[src/rtl/clkmgr_gate_seq.sv]
// Staggered enable sequencer for one gated-clock family: ramps thermometer-coded
// gate enables up or down, then waits (bounded) for the family status to confirm.
module clkmgr_gate_seq #(
  parameter int NumClocks     = 4,
  parameter int StaggerCycles = 2,
  parameter int TimeoutCycles = 16
) (
  input  logic                 clk_i,
  input  logic                 rst_ni,
  input  logic                 en_req_i,
  input  logic                 status_i,
  output logic [NumClocks-1:0] clk_en_o,
  output logic                 busy_o,
  output logic                 done_o,
  output logic                 err_o
);

  localparam int CntW = $clog2(NumClocks + 1);
  localparam int StW  = (StaggerCycles > 1) ? $clog2(StaggerCycles) : 1;
  localparam int TcW  = $clog2(TimeoutCycles);

  localparam logic [CntW-1:0] CntFull = CntW'(NumClocks);
  localparam logic [StW-1:0]  StLast  = StW'(StaggerCycles - 1);
  localparam logic [TcW-1:0]  TcLast  = TcW'(TimeoutCycles - 1);

  localparam logic [2:0] StOff      = 3'd0;
  localparam logic [2:0] StRampUp   = 3'd1;
  localparam logic [2:0] StWaitOn   = 3'd2;
  localparam logic [2:0] StOn       = 3'd3;
  localparam logic [2:0] StRampDown = 3'd4;
  localparam logic [2:0] StWaitOff  = 3'd5;

  logic [2:0]           state_reg, state_next;
  logic [CntW-1:0]      cnt_reg, cnt_next;
  logic [StW-1:0]       st_reg, st_next;
  logic [TcW-1:0]       tc_reg, tc_next;
  logic [NumClocks-1:0] clk_en_reg, clk_en_next;
  logic                 done_reg, done_next;
  logic                 err_reg, err_next;
  logic                 step_up, step_down;

  always_comb begin
    state_next = state_reg;
    cnt_next   = cnt_reg;
    st_next    = st_reg;
    tc_next    = tc_reg;
    done_next  = 1'b0;
    err_next   = 1'b0;
    step_up    = 1'b0;
    step_down  = 1'b0;

    // A request reversal always wins over confirmation and timeout.
    case (state_reg)
      StOff:  step_up = en_req_i;
      StOn:   step_down = !en_req_i;
      StRampUp: begin
        if (!en_req_i)              step_down = 1'b1;
        else if (st_reg == StLast)  step_up = 1'b1;
        else                        st_next = st_reg + StW'(1);
      end
      StRampDown: begin
        if (en_req_i)               step_up = 1'b1;
        else if (st_reg == StLast)  step_down = 1'b1;
        else                        st_next = st_reg + StW'(1);
      end
      StWaitOn: begin
        if (!en_req_i) begin
          step_down = 1'b1;
        end else if (status_i) begin
          state_next = StOn;
          done_next  = 1'b1;
        end else if (tc_reg == TcLast) begin
          state_next = StOn;
          err_next   = 1'b1;
        end else begin
          tc_next = tc_reg + TcW'(1);
        end
      end
      StWaitOff: begin
        if (en_req_i) begin
          step_up = 1'b1;
        end else if (!status_i) begin
          state_next = StOff;
          done_next  = 1'b1;
        end else if (tc_reg == TcLast) begin
          state_next = StOff;
          err_next   = 1'b1;
        end else begin
          tc_next = tc_reg + TcW'(1);
        end
      end
      default: state_next = StOff;
    endcase

    if (step_up) begin
      cnt_next = cnt_reg + CntW'(1);
      st_next  = '0;
      if (cnt_reg + CntW'(1) == CntFull) begin
        state_next = StWaitOn;
        tc_next    = '0;
      end else begin
        state_next = StRampUp;
      end
    end else if (step_down) begin
      cnt_next = cnt_reg - CntW'(1);
      st_next  = '0;
      if (cnt_reg - CntW'(1) == '0) begin
        state_next = StWaitOff;
        tc_next    = '0;
      end else begin
        state_next = StRampDown;
      end
    end
  end

  // Enables are registered straight from the next step count.
  for (genvar gi = 0; gi < NumClocks; gi++) begin : g_therm
    assign clk_en_next[gi] = (cnt_next > CntW'(gi));
  end

  always_ff @(posedge clk_i or negedge rst_ni) begin
    if (!rst_ni) begin
      state_reg  <= StOff;
      cnt_reg    <= '0;
      st_reg     <= '0;
      tc_reg     <= '0;
      clk_en_reg <= '0;
      done_reg   <= 1'b0;
      err_reg    <= 1'b0;
    end else begin
      state_reg  <= state_next;
      cnt_reg    <= cnt_next;
      st_reg     <= st_next;
      tc_reg     <= tc_next;
      clk_en_reg <= clk_en_next;
      done_reg   <= done_next;
      err_reg    <= err_next;
    end
  end

  assign clk_en_o = clk_en_reg;
  assign done_o   = done_reg;
  assign err_o    = err_reg;
  assign busy_o   = (state_reg == StRampUp) || (state_reg == StWaitOn) ||
                    (state_reg == StRampDown) || (state_reg == StWaitOff);

endmodule

[config.mk]
export PLATFORM = sky130hd
export DESIGN_NAME = clkmgr_gate_seq
export DESIGN_NICKNAME = d
export VERILOG_FILES = /design/src/rtl/clkmgr_gate_seq.sv
export SDC_FILE = /design/constraint.sdc
export NUM_CORES = 1
export LEC_CHECK = 0
export ABC_AREA = 1
export CAP_MARGIN = 10
export CORE_ASPECT_RATIO = 0.6
export CORE_UTILIZATION = 40
export CTS_CLUSTER_DIAMETER = 50
export DETAILED_ROUTE_END_ITERATION = 6
export PLACE_DENSITY = 0.71
export SLEW_MARGIN = 10
export SYNTH_ARGS = -nofsm -noshare
export SYNTH_HDL_FRONTEND = slang
export SYNTH_SLANG_ARGS = --single-unit
[constraint.sdc]
create_clock -name clk_i -period 1.9 [get_ports clk_i]
set_input_delay 0.19 -clock clk_i [delete_from_list [all_inputs] [get_ports clk_i]]
set_output_delay 0.19 -clock clk_i [all_outputs]
set_load 0.02 [all_outputs]
==> metrics.md <==
| Metric | Value |
|---|---|
| Clk slew on worst S/H paths | `70 ps` |
| Worst Tran Pin Value | `375 ps` |
| Mux cell area share after synthesis | `0%` |
| XOR/XNOR Fraction of Synth Area | `0.787%` |
| Initial Util | `43.2%` |
| Tmin final | `1670 ps` |
| Startpoint types | `register` |
| Setup CP Type | `reg -> out` |
| Gate power share | `55.2%` |
| Area grow syn2layout | `16.5%` |
| Vias post-DR | `903` |
| RSZ-0062 raised after global routing | `false` |
| # IOs | `11` |
| Final instance area | `0.00130 mm²` |
| Period utilization | `87.9%` |
| Worst skew pair latency | `250 ps` |
| Vias/cell | `4.91` |
| Diodes inserted | `0` |
| Top cells by area, synth | `dfrtp_1 (38%), nand2_1 (12%), nand3_1 (6.7%), inv_1 (5.7%), ha_1 (5.6%)` |
| Hold Crit Class | `in -> async` |
| Final WL | `2130 µm` |
| Mapped Avg Cell Area | `8.06 µm²` |
| Critical path origin | `state_reg[1]$_DFFE_PN0P_` |
| Unique masters post-synth | `27` |
| Fmax | `599 MHz` |
| Num rows | `14` |
| Psw | `0.902 mW` |
| Post-synthesis compound-gate area fraction | `8.77%` |
| Area of the die | `0.00300 mm²` |
| Setup TNS Final | `0 ps` |
| Setup WS post-layout | `230 ps` |
| FF-to-FF Start | `cnt_reg[0]$_DFF_PN0_` |
| Root buffer cell | `clkbuf_8` |
| CP max FO | `6` |
| H-tree depth | `1` |
| Cell-internal power | `1.05 mW` |
| Clk network pwr share | `13.7%` |
| Post-DP Area | `0.00125 mm²` |
| Area share of the largest cell type after synthesis | `38.2%` |
| First-pass GRT wire length | `3720 µm` |
| Fin nets | `162` |
| Number of synthesized register bits | `17` |
| Ys Warns | `0` |
| Core box area | `0.00257 mm²` |
| Sw frac | `46.2%` |
| Port bufs | `10` |
| Final Hold Viols | `0` |
| Commonest non-fill, non-tap cell in the layout | `nand2_1` |
| R2R Path End | `tc_reg[3]$_DFF_PN0_` |
| Initial antenna violation count | `0` |
| Post-Synthesis Cells | `138` |
| DP Worst Slack | `218 ps` |
| Pins Over Slew Limit | `0` |
| GP Congestion | `0.840` |
| PwrDens | `1510 mW/mm²` |
| Sequential group share of total power | `31.1%` |
| Reg2reg setup slack | `390 ps` |
| Status | `finished clean` |
| Die height | `42.8 µm` |
| All-Layer GR Usage | `16.1%` |
| Area share of and/or/nand/nor cells after synthesis | `38.1%` |
| Highest-count cells in the layout ignoring fill and taps | `nand2_1 (35), inv_1 (17), dfrtp_1 (17), nand3_1 (15), clkdlybuf4s50_1 (9)` |
| Largest net degree at the start of global routing | `11` |
| Die W | `70.1 µm` |
| Post-Synth Adder-Cell Area | `5.62%` |
| MaxCap Viol Count | `0` |
| Worst Setup EP | `busy_o` |
| Sequential area share after synthesis | `38.2%` |
| Critical Path RT | `1710 ps` |
| WP data arrival | `1480 ps` |
| CP Capture Type | `output port` |
| Cell area after synthesis | `0.00111 mm²` |
| Worst Skew | `6.38 ps` |
| Worst slew margin | `74.9%` |
| Avg WL per Cell | `11.6 µm` |
| Setup-failing EPs final | `0` |
| Final ANT Viol Nets | `0` |
| Inserted Clock Buffers | `3` |
| Drt pass-1 iters | `4` |
| Reg2Reg Depth | `9` |
| Post-cts hold buffer count | `0` |
| CTS Buffer Depth | `2` |
| GRT overflow | `0` |
| Cell accounting for the most synthesized area | `dfrtp_1` |
| Worst IR drop on VDD | `683 µV` |
| Clock sink count | `17` |
| Number of remaining DRC errors | `0` |
| Detailed placement HPWL | `1730 µm` |
| CTS tree | `yes` |
| P_leak | `0.663 nW` |
| Layout cell share with drive strength beyond 1 | `19.1%` |
| Syn nets | `147` |
| Main combinational cell family by area after synthesis | `simple AND/OR/NAND/NOR gates` |
| DRT iter0 DRCs | `28` |
| Vias in the first global route | `812` |
[worst min path at each step]
stage | depth (start not counted) | startpoint | slack, ps | endpoint
floorplan | 0 | rst_ni | -110 | clk_en_o[0]$_DFF_PN0_
global placement | 1 | rst_ni | 500 | err_o$_DFF_PN0_
detailed placement | 1 | rst_ni | 500 | err_o$_DFF_PN0_
CTS | 1 | rst_ni | 230 | err_o$_DFF_PN0_
global route | 1 | rst_ni | 240 | err_o$_DFF_PN0_
finish | 1 | rst_ni | 220 | err_o$_DFF_PN0_
[power by group through the flow]
stage          Clock (mW)  Combinational, mW  Sequential, mW
2_1_floorplan           0              0.816           0.618
3_3_place_gp            0               1.07           0.605
3_5_place_dp            0               1.10           0.610
4_1_cts             0.273               1.09           0.606
5_1_grt             0.293               1.20           0.623
6_report            0.267               1.08           0.607
[worst max-delay path, stage by stage, from the launching register on]
cell	delay, ps
dfrtp_1	470
inv_2	150
nand3_1	160
nand3_1	120
dlygate4sd2_1	330
[stage by stage]
step	power (mW)	utilization (%)	instances	hold slack, ps
after CTS	1.97	50.3	184	230
after global routing	2.12	50.3	184	243
after detailed placement	1.71	48.6	180	504
after global placement	1.68	48.6	180	499
after floorplan	1.43	-	138	-106
final	1.95	50.3	184	217
[cell families (layout without fill, tap and decap cells)]
kind of cell | Yosys count | count (layout)
compound gates | 14 | 14
buf+inv | 24 | 38
flops | 17 | 17
fa+ha+maj | 5 | 5
xor+xnor | 1 | 1
simple gates | 77 | 77
[layout make-up]
type | count | area, µm²
clock buffers | 4 | 45.0
repair buffers | 11 | 106
fillers | 237 | 1280
inverters | 23 | 86.3
multi-input cells | 97 | 593
flip-flops and latches | 17 | 425
well taps | 32 | 40.0
[per-layer routing]
| metal | GRT usage, % | part of all wire (%) | vias up |
|---|---|---|---|
| met5 | 0 | 0 | - |
| met4 | 3.60 | 0.70 | 0 |
| met3 | 4.28 | 4.0 | 2 |
| met2 | 24.8 | 44 | 17 |
| met1 | 22.8 | 51 | 417 |
| li1 | - | - | 467 |
[synth_stat cells]
master / n
nand3_2: 4
nor3_1: 2
or2_0: 1
inv_2: 6
inv_1: 17
nor2_8: 1
nor2_4: 3
o211ai_1: 1
o21ai_0: 1
or2_2: 1
nor2_2: 1
o21ai_4: 1
nand2_2: 1
buf_4: 1
nor2_1: 8
ha_1: 5
dfrtp_1: 17
a21oi_1: 4
nand2_1: 35
o21ai_2: 3
nand3b_1: 1
nand3_4: 1
o21ai_1: 3
nand3_1: 15
o31ai_1: 1
nand2_4: 3
xor2_1: 1
[repair_timing]
item | CTS | global route
gates resized for setup | 1 | 0
endpoints found under the setup margin | 1 | 0
setup buffers | 0 | 0
(Power assumes the default switching activity.)
